File: config.mk
export PLATFORM = sky130hd
export DESIGN_NAME = sram_access_ctrl
export DESIGN_NICKNAME = d
export VERILOG_FILES = /design/src/rtl/sram_access_ctrl.sv
export SDC_FILE = /design/constraint.sdc
export NUM_CORES = 1
export LEC_CHECK = 0
export ABC_AREA = 1
export CAP_MARGIN = 20
export CORE_MARGIN = 10
export CORE_UTILIZATION = 42
export DETAILED_ROUTE_END_ITERATION = 10
export GPL_TIMING_DRIVEN = 0
export PLACE_DENSITY_LB_ADDON = 0.05
export SLEW_MARGIN = 20
export SYNTH_ARGS = -nofsm -noshare
export SYNTH_HDL_FRONTEND = slang
export SYNTH_SLANG_ARGS = --single-unit
File: constraint.sdc
create_clock -name clock -period 8.55 [get_ports clock]
set_clock_uncertainty 0.15 [all_clocks]
set_input_delay 1.2825 -clock clock [delete_from_list [all_inputs] [get_ports clock]]
set_output_delay 1.2825 -clock clock [all_outputs]
set_load 0.02 [all_outputs]
File: src/rtl/sram_access_ctrl.sv
// SRAM access controller: zero-fills the macro after reset, then serves
// read/write requests with a credit-guarded two-entry response FIFO.
module sram_access_ctrl #(
  parameter int ADDR_W = 14,
  parameter int DATA_W = 32,
  parameter int DEPTH  = 12288
) (
  input  logic              clock,
  input  logic              reset,
  input  logic              req_valid,
  output logic              req_ready,
  input  logic              req_write,
  input  logic [ADDR_W-1:0] req_addr,
  input  logic [DATA_W-1:0] req_wdata,
  output logic              resp_valid,
  input  logic              resp_ready,
  output logic [DATA_W-1:0] resp_rdata,
  output logic              resp_err,
  output logic              init_done,
  output logic [ADDR_W-1:0] RW0_addr,
  output logic              RW0_en,
  output logic              RW0_wmode,
  output logic [DATA_W-1:0] RW0_wdata,
  input  logic [DATA_W-1:0] RW0_rdata
);

  typedef enum logic {
    INIT,
    RUN
  } state_e;

  localparam logic [ADDR_W:0]   DEPTH_X = (ADDR_W+1)'(DEPTH);
  localparam logic [ADDR_W-1:0] LAST_A  = ADDR_W'(DEPTH - 1);

  state_e            state_q, state_d;
  logic [ADDR_W-1:0] init_addr_q, init_addr_d;
  logic              rd_busy_q, rd_busy_d;
  logic              rd_err_q, rd_err_d;
  logic [DATA_W-1:0] buf_data_q [2];
  logic [DATA_W-1:0] buf_data_d [2];
  logic              buf_err_q [2];
  logic              buf_err_d [2];
  logic              wr_ptr_q, wr_ptr_d;
  logic              rd_ptr_q, rd_ptr_d;
  logic [1:0]        occ_q, occ_d;

  logic              in_range;
  logic              accept;
  logic              pop;
  logic              push;
  logic [2:0]        held;

  // Slots spoken for once this cycle's pop is taken into account.
  always_comb begin
    in_range  = {1'b0, req_addr} < DEPTH_X;
    pop       = (occ_q != 2'd0) && resp_ready;
    push      = rd_busy_q;
    held      = {1'b0, occ_q} + {2'b0, rd_busy_q} - {2'b0, pop};
    req_ready = (state_q == RUN) && (held < 3'd2);
    accept    = req_valid && req_ready;
  end

  always_comb begin
    resp_valid = occ_q != 2'd0;
    resp_rdata = resp_valid ? buf_data_q[rd_ptr_q] : '0;
    resp_err   = resp_valid && buf_err_q[rd_ptr_q];
    init_done  = state_q == RUN;
  end

  always_comb begin
    RW0_en    = 1'b0;
    RW0_wmode = 1'b0;
    RW0_addr  = '0;
    RW0_wdata = '0;
    state_d     = state_q;
    init_addr_d = init_addr_q;
    unique case (state_q)
      INIT: begin
        RW0_en      = 1'b1;
        RW0_wmode   = 1'b1;
        RW0_addr    = init_addr_q;
        init_addr_d = init_addr_q + 1'b1;
        if (init_addr_q == LAST_A) begin
          state_d     = RUN;
          init_addr_d = '0;
        end
      end
      RUN: begin
        if (accept && in_range) begin
          RW0_en    = 1'b1;
          RW0_wmode = req_write;
          RW0_addr  = req_addr;
          RW0_wdata = req_write ? req_wdata : '0;
        end
      end
      default: state_d = INIT;
    endcase
  end

  // Out-of-range reads travel the same pipeline but land as zero + error.
  always_comb begin
    rd_busy_d = accept && !req_write;
    rd_err_d  = !in_range;
    buf_data_d = buf_data_q;
    buf_err_d  = buf_err_q;
    wr_ptr_d   = wr_ptr_q;
    rd_ptr_d   = rd_ptr_q;
    occ_d      = occ_q + {1'b0, push} - {1'b0, pop};
    if (push) begin
      buf_data_d[wr_ptr_q] = rd_err_q ? '0 : RW0_rdata;
      buf_err_d[wr_ptr_q]  = rd_err_q;
      wr_ptr_d             = ~wr_ptr_q;
    end
    if (pop) begin
      rd_ptr_d = ~rd_ptr_q;
    end
  end

  always_ff @(posedge clock) begin
    if (reset) begin
      state_q     <= INIT;
      init_addr_q <= '0;
      rd_busy_q   <= 1'b0;
      rd_err_q    <= 1'b0;
      wr_ptr_q    <= 1'b0;
      rd_ptr_q    <= 1'b0;
      occ_q       <= 2'd0;
      for (int i = 0; i < 2; i++) begin
        buf_data_q[i] <= '0;
        buf_err_q[i]  <= 1'b0;
      end
    end else begin
      state_q     <= state_d;
      init_addr_q <= init_addr_d;
      rd_busy_q   <= rd_busy_d;
      rd_err_q    <= rd_err_d;
      wr_ptr_q    <= wr_ptr_d;
      rd_ptr_q    <= rd_ptr_d;
      occ_q       <= occ_d;
      buf_data_q  <= buf_data_d;
      buf_err_q   <= buf_err_d;
    end
  end

endmodule

==> Word-level counts from Yosys, hierarchy flattened <==
Index checks and enable logic that the tools add are counted.
{ "totals": {"reg_bits": 87, "in_bits": 83, "output_inout_bits": 84, "elab_cells": 63} }
{ "op_classes": {"n_addsub": 5, "magnitude_cmp": 5, "n_eq_ne": 1, "mux": 26, "bitwise_logic": 5, "n_reduce_logical": 10} }
{ "op_table": {"columns": ["op", "count"], "rows": [
  ["two-way mux 32 bit", 9],
  ["bitwise mux 64 bit", 1],
  ["demux 32 bit (select 1 bit)", 1],
  ["two-way mux 14 bit", 2],
  ["case mux 14 bit (2 select lines)", 1],
  ["adder 14 x 1 -> 14 bit (second input constant)", 1],
  ["== test 14 bit (second input constant)", 1],
  ["less-than comparator 14 bit (second input constant)", 1],
  ["two-way mux 1 bit", 8],
  ["logical AND 1 bit", 7],
  ["greater-or-equal comparator 2 bit (second input constant)", 2],
  ["inverter 1 -> 2 bit", 2],
  ["case mux 1 bit (2 select lines)", 2],
  ["adder 2 x 1 -> 3 bit", 1],
  ["less-than comparator 3 x 2 -> 1 bit (second input constant)", 1],
  ["inverter 1 bit", 3],
  ["subtractor 3 x 1 -> 3 bit", 1],
  ["adder 2 x 1 -> 2 bit", 1],
  ["bitwise mux 2 bit", 1],
  ["logical NOT 1 bit", 2],
  ["less-than comparator 2 x 1 -> 1 bit (second input constant)", 1],
  ["nonzero test 2 bit", 1],
  ["subtractor 2 x 1 -> 2 bit", 1],
  ["demux 1 bit (select 1 bit)", 1]
]} }

==> Depth between registers and ports, before layout <==
Gate-level depths: netlist (run 1).
{ "depth": {"ltp_word": 9, "depth_mapped": 18, "ltp_nobuf": 17} }

==> Worst setup path before layout (run 1) <==
OpenSTA, ideal clock, no wires.
{ "synth_path": {"path_type": "input-to-output", "startpoint": "in resp_ready", "endpoint": "out RW0_addr[10]", "arrival_time_ps": 3385, "required_ps": 7118, "path_slack_ps": 3733, "path_stages": 14, "n_path_buf": 1, "path_cell_list": "nand2_1 > inv_1 > ha_1 > inv_1 > ha_1 > inv_1 > fa_1 > nand2_1 > nor2_2 > nand3_2 > clkinv_2 > buf_6 > nand2_1 > o21ai_0"} }
{ "synth_via": {"elab_chain_cells": 8} }
{ "synth_lines": {"columns": ["element", "line_no", "rtl"], "rows": [
  ["start: declaration", "16", "input logic resp_ready,"],
  ["logical AND 1 bit", "56", "pop = (occ_q != 2'd0) && resp_ready;"],
  ["named net pop", "49", "logic pop;"],
  ["subtractor 3 x 1 -> 3 bit", "58", "held = {1'b0, occ_q} + {2'b0, rd_busy_q} - {2'b0, pop};"],
  ["less-than comparator 3 x 2 -> 1 bit", "59", "req_ready = (state_q == RUN) && (held < 3'd2);"],
  ["logical AND 1 bit", "59", null],
  ["named net req_ready", "11", "output logic req_ready,"],
  ["logical AND 1 bit", "60", "accept = req_valid && req_ready;"],
  ["logical AND 1 bit", "89", "if (accept && in_range) begin"],
  ["two-way mux 14 bit", "89", null],
  ["case mux 14 bit (2 select lines)", "77", "unique case (state_q)"],
  ["end: declaration", "20", "output logic [ADDR_W-1:0] RW0_addr,"]
]} }
The timed path passes the listed nets, and every way through them passes these cells.

==> Worst setup path in the final report (run 1) <==
{ "layout_path": {"startpoint": "in resp_ready", "endpoint": "out RW0_addr[10]"} }
{ "layout_via": {"elab_chain_cells": 8} }
{ "layout_lines": {"columns": ["element", "line_no"], "rows": [
  ["logical AND 1 bit", "56"],
  ["named net pop", "49"],
  ["subtractor 3 x 1 -> 3 bit", "58"],
  ["less-than comparator 3 x 2 -> 1 bit", "59"],
  ["logical AND 1 bit", "59"],
  ["logical AND 1 bit", "60"],
  ["logical AND 1 bit", "89"],
  ["two-way mux 14 bit", "89"],
  ["case mux 14 bit (2 select lines)", "77"]
]} }
The timed path passes the listed nets, and every way through them passes these cells.

==> results by stage, run 1 <==
Outcome:
- The run finished with clean final reports.

Place:
- The detailed placer's ending HPWL is 11800 microns.
- The placer's final routability congestion estimate is 0.911.
- The number of cells in the design after placement is just under 1000.
- The count of buffers added on input and output ports is 164.
- The cell area reported after detailed placement is 6130 sq um.

Detailed routing:
- The number of search-and-repair iterations in the first detailed-routing pass is 5.
- The number of design-rule violations left by the first detailed-router iteration is 248.
- The total via count after detailed routing is slightly below 5000.
- In the routed design, unresolved DRC markers number 0.
- The detailed-route wire length is 15200 microns.
- The routed via count divided by cell count is 5.03.
- In the final routed layout, each cell accounts on average for 15.5 microns.
- The count of antenna-violating nets left after detailed routing is 0.

Min path:
- The launch point of the worst hold path is buf_data_q[20].
- The path class of the tightest hold or removal check is register to register.

Yosys:
- The netlist uses 27 different library cells.
- By area the synthesized netlist is led by sky130_fd_sc_hd__dfxtp_1 (40%), sky130_fd_sc_hd__nand2_1 (18%), sky130_fd_sc_hd__a21oi_1 (11%).
- The mapped netlist covers between 4000 and 5000 sq um.
- The yosys synthesis warning count is 0.
- The number of synthesized register bits is 87.
- The area share of the largest cell type after synthesis is between 40% and 50%.
- sky130_fd_sc_hd__dfxtp_1 takes more of the synthesized area than any other cell.
- The number of nets handed over by synthesis was 757.
- A synthesized cell averages 6.45 sq um.
- The post-synthesis cell count is 670.
- After synthesis, flip-flops and latches occupy 40.3% of the total area.

Global routing:
- After global routing the overflow that remains totals 0.
- The first global-routing pass estimated 23800 microns of wire.
- The number of global-route vias before repair came to 4823.
- The maximum number of pins on one net before global-route repair is 17.
- The initial antenna violation count is 0.
- The global-route usage over all layers is approximately 19%.

Setup path:
- STA puts the critical path data required time at slightly above 7000 ps.
- The slowest stage of the critical path belongs to the cell sky130_fd_sc_hd__clkdlybuf4s50_1.
- The launching element type of the critical path is an input pin.
- The critical path contains buffers and inverters numbering 7 combined.
- Of all nets on the critical path, the largest fanout is 10.
- Walking the worst path, the cells encountered are clkdlybuf4s50_1 -> nand2_1 -> inv_1 -> ha_1 -> inv_1 -> ha_1 -> inv_1 -> fa_1 -> nand2_1 -> nor2_2 -> nand3_2 -> clkinv_2 -> buf_6 -> nand2_1 -> o21ai_0 -> clkdlybuf4s50_1.
- The startpoint identified for the worst register-to-register timing path is occ_q[1].
- Broken down by cell family, the worst path's largest delay share belongs to buffers and inverters.
- The critical path data arrival time is 4490 ps.
- By startpoint and endpoint, the worst setup path is classified as input pin to primary output.
- The highest cell delay on the worst timing path is approximately 670 ps.
- The capturing element type of the critical path is a primary output.
- The first element of the critical path is resp_ready.

Power:
- The highest ir drop seen on vdd is slightly below 0.09 mV.
- Dividing total power by cell area gives a power density of 144 nW/um^2.
- The cell leakage power is 2.41 nW.
- Power comes to about 0.91 mW.

Clock network:
- The clock reaches the later pin of the worst-skew pair after around 360 ps.
- The quantity of gates resized following cts is 0.
- The number of clock buffers added by TritonCTS is 9.
- The largest buffer count on any clock path is 2.
- The tree built by TritonCTS fans out to 87 sinks.
- The H-tree depth reported by CTS is 3.
- Buffers inserted to repair hold after CTS numbered 0.
- The tree is rooted in a sky130_fd_sc_hd__clkbuf_8.
- TritonCTS built the clock tree.
- The clock transition at the registers of the reported paths is 90 ps.
- The number of setup buffers added after CTS is 0.

Job:
- The number of max-cap violations is 0.

Layout:
- At the end of the flow, the number of nets in the layout was 932.
- The top cell types in the final layout, fill and taps aside, are sky130_fd_sc_hd__nand2_1 (204), sky130_fd_sc_hd__clkdlybuf4s50_1 (164), sky130_fd_sc_hd__nor2_1 (95).
- The finished layout holds 983 standard cells, fillers aside.
- The post-route netlist has under 10% of its cells at a drive strength greater than 1.
- The number of antenna cells inserted is 0.
- The finished cells cover 6330 sq um.
- The most frequent standard cell in the layout excluding fill and tap cells is sky130_fd_sc_hd__nand2_1.
- At the end of the flow the core is filled with cells to 63.9%.
- The area added between synthesis and finish is 46.5%.

STA:
- The final-report setup violation count is 0.
- The transition time at the pin with the least slew margin is roughly 550 ps.
- Setup repair after global routing left no endpoint under its margin.
- The final sum of negative setup slack is 0 ps.
- Counting I/O delays and the setup requirement, the final critical path takes 5920 ps.
- The hold violation count in the final report is 0.
- The tightest slew margin relative to the limit is 63.1%.
- Derived from the worst setup path, the maximum achievable clock frequency is 169 MHz.
- The final critical-path share of the clock period is 69.2%.
- The number of pins exceeding their max-slew limit in the final report is 0.

Die:
- The floorplan step defined a core boundary enclosing ~10000 sq um.
- The area enclosed by the die boundary is 14800 sq um.
- In this run the count of I/O pins placed on the die edge is 167.
- Once the floorplan was initialized, standard cells occupied around 44% of the core.
- The total number of placement rows is 36.
- The die span in x is 121 microns.
- The chip height is 121 microns.
-- path summary, 6_finish.rpt --
path	depth (start not counted)	endpoint	slack [ps]
worst max-delay path	16	RW0_addr[10]	2630
worst min register to register	2	buf_data_q[20]	320
worst max register to register	13	push	5760
worst min-delay path	2	buf_data_q[20]	320
-- tightest hold or removal path, delay by kind of cell (launching register included) --
family             cells  cell delay (ps)
AOI/OAI and AO/OA      1               50
and+or+nand+nor        1               60
DFF                    1              320
-- registers in the layout (all words and copies together), names as in the netlist --
| register | flops |
|---|---|
| buf_data_q | 64 |
| occ_q | 2 |
| push | 1 |
| buf_err_q | 2 |
| rd_ptr_q | 1 |
| init_done | 1 |
| rd_err_q | 1 |
| init_addr_q | 14 |
| wr_ptr_q | 1 |
-- per-stage QoR --
step | hold slack, ps | setup WS (ps)
CTS | 317 | 2580
detailed placement | 303 | 2590
finish | 319 | 2630
global route | 336 | 2340
global placement | 301 | 2700
floorplan | 292 | 3730
-- cell type report --
class	instances	area [sq um]
fill	956	3580
tap	133	166
sequential	87	1740
inverter	41	155
clock inverter	7	78.8
multi-input combinational	496	2210
timing repair buffer	164	1640
clock buffer	9	124
buffer	46	214
-- Yosys cell counts (all sizes together) --
master	number
a21oi	92
buf	21
clkbuf	25
clkinv	2
dfxtp	87
fa	1
ha	3
inv	39
nand2	207
nand3	14
nand3b	2
nand4	2
nor2	101
nor3	4
o21ai	64
xor2	6
-- logic make-up (layout without fill, tap and decap cells) --
| family | count (synthesis) | in the layout | synth area share [%] |
|---|---|---|---|
| compound gates | 156 | 156 | 18.1 |
| xor+xnor | 6 | 6 | 1.22 |
| fa+ha+maj | 4 | 4 | 1.33 |
| buf+inv | 87 | 267 | 8.54 |
| flops | 87 | 87 | 40.3 |
| simple gates | 330 | 330 | 30.6 |
-- layer usage --
metal	GRT usage, %	wire length, microns	up-vias
met5	0	0	-
met3	3.54	1160	10
li1	-	-	2485
met2	34.3	7320	199
met1	23.5	6580	2247
met4	5.44	140	0
-- power breakdown --
part,internal (mW),total [mW],switching (mW),leakage [nW]
registers,0.411,0.417,0.00516,0.701
clock network,0.139,0.298,0.159,0.105
logic,0.0700,0.199,0.129,1.61
total,0.621,0.914,0.293,2.41
Power figures use the tool's default switching activity.
==> run 2, diff against run 1 <==
- clock period: 8.55 -> 5.7 ns (I/O delays scaled with it)
==> results of run 2 <==
The final DEF is identical to that of run 1. Status: complete, no violations.
Main changes from that run: setup slack after placement 2590 ps -> 599 ps; setup slack after layout 2630 ps -> 606 ps; start point of the critical path resp_ready -> occ_q[1]; register-to-register setup slack 5760 ps -> 2910 ps; total power 0.914 mW -> 1.37 mW; worst IR drop on VDD 0.0881 mV -> 0.132 mV
==> RTL edit: new RTL, flow settings as in run 2 <==
Reset style: asynchronous (`reset`), changed in one clocked block.
--- a/src/rtl/sram_access_ctrl.sv
+++ b/src/rtl/sram_access_ctrl.sv
@@ -117,5 +117,5 @@
   end
 
-  always_ff @(posedge clock) begin
+  always_ff @(posedge clock or posedge reset) begin
     if (reset) begin
       state_q     <= INIT;
Behaviour: differs if reset is asserted again (counterexample within 4 cycles, from zero or initial values and one cycle with reset high); with reset held inactive, the same outputs for 10 cycles.
==> RTL edit against run 2 <==
- critical path depth down 5
- register-to-register slack improved by 0.16 ns
- wire length is 0.29% lower
- sequential cell count unchanged
- setup slack worse by 0.029 ns
- synthesized cell count rose by 3.1%
- first-iteration DRC count increased by 50%
- area after synthesis up 11%
- critical path type is now input port to output port
- final area grew 10%
- highest routed layer unchanged
- non-clock buffer count fell by 8
Power is not compared: it rests on default switching activity, and its combinational part moved more than twofold at a synthesized area within 25%.
==> RTL edit: results (changes against run 2) <==
hpwl_mm: 11.66  # -0.79%
status: "finished clean"
grt_pass1_vias: 4742  # -1.7%
ys_seq_area_share_pct: 45.35  # +5.1 points
worstPathArrival_ns: 4.12  # +0.03 ns
portBuffers: 165  # +0.61%
drtIter0Drc: 373  # +50%
min_to: "buf_data_q[58]$_DFFE_PP0P_"
synth_compound_area_share_pct: 10.87  # -7.2 points
cpPeakStageDelay_ns: 0.65  # -0.02 ns
leakage_nw: 3.410
ys_types: 25  # -7.4%
drive_gt1_share_pct: 4.238  # -1.8 points
synth_area_leaders: "dfrtp_1, nand2_1, inv_1"
r2r-end: "push$_DFF_PP0_"
cts_buffer_depth: 2  # unchanged
maxSlewHeadroom_pct: 64.15  # +1.0 points
avgRoutedWirePerCell_um: 14.97  # -3.2%
firstDrtPassIters: 6  # +1
synth_commonest_cells: "nand2_1, inv_1, dfrtp_1"
reg2reg_depth: 9  # -4
synthAdderAreaFrac_pct: 1.199  # -0.13 points
nets: 955  # +2.5%
clkTransAtPathRegs_ns: 0.07  # -0.02 ns
grt_pass1_wl_mm: 24.36  # +2.5%
synthArstFlopShare_pct: 100.0  # +100 points
synth_xor_area_share_pct: 1.277  # +0.061 points
gp_congestion: 0.8546  # -6.2%
hold_start: "buf_data_q[58]$_DFFE_PP0P_"
grt.total_usage_pct: 18.31  # -1.2 points
synth_ff_type: "dfrtp_1"
dr_total_vias: 4856  # -1.7%
synth_nets: 778  # +2.8%
regToRegStartpoint: "occ_q[1]$_DFF_PP0_"
r2r_slack_ns: 3.07  # +0.16 ns
clockRootBuffer: "clkbuf_16"
whs_ns: 0.3208  # +0.001793 ns
grt_max_degree: 55  # +38
clock_latency_ns: 0.33  # -0.03 ns
-- RTL edit: cell types whose count changed after synthesis, moves of 5 or more --
cell      change
dfrtp_1      +87
clkbuf_1      +6
nor2_1       -14
nand4_1      +16
dfxtp_1      -87
nor2_2        +8
o21ai_0       +5
a21oi_1      -58
inv_1        +92
buf_2        -16
-- RTL edit: tightest hold or removal path: stages, from the launching register on --
cell,delay (ns)
dfrtp_1,0.34
nand2_1,0.05
nand2_1,0.04
-- RTL edit: layout make-up --
cell class	count	area, um2
Clock buffer	10	239.0
Inverter	130	490.5
Multi-Input combinational cell	438	1973
Tap cell	140	175.2
Clock inverter	6	68.82
Sequential cell	87	2177
Timing Repair Buffer	166	1679
Fill cell	1012	4065
Buffer	36	162.7
-- RTL edit: stage by stage --
stage	setup slack (ns)	std cells	total power (W)	util (%)	cell area, um2
after floorplan	1.815	691	0.001060	-	4801
after global placement	0.6308	996	0.001455	60.08	6628
after detailed placement	0.6113	997	0.001463	60.36	6658
after CTS	0.5920	1013	0.002069	63.15	6965
after global routing	0.3937	1013	0.002163	63.15	6965
final	0.5774	1013	0.002047	63.15	6965
-- RTL edit: worst max-delay path by stage --
| stage | end | from | slack, ns |
|---|---|---|---|
| 2_1_floorplan | RW0_wdata[22] | resp_ready | 1.82 |
| 3_3_place_gp | RW0_wdata[28] | resp_ready | 0.63 |
| 3_5_place_dp | RW0_wdata[28] | resp_ready | 0.61 |
| 4_1_cts | RW0_wdata[28] | resp_ready | 0.59 |
| 5_1_grt | RW0_wdata[28] | resp_ready | 0.39 |
| 6_report | RW0_wdata[28] | resp_ready | 0.58 |
-- RTL edit: routing by layer --
metal  up-vias  routed length, um  GRT usage [%]
met5         -                  0              0
met4         0                213          4.956
met3        17                817          4.082
met2       141               7752          31.59
met1      2261               6378          22.41
li1       2437                  -              -
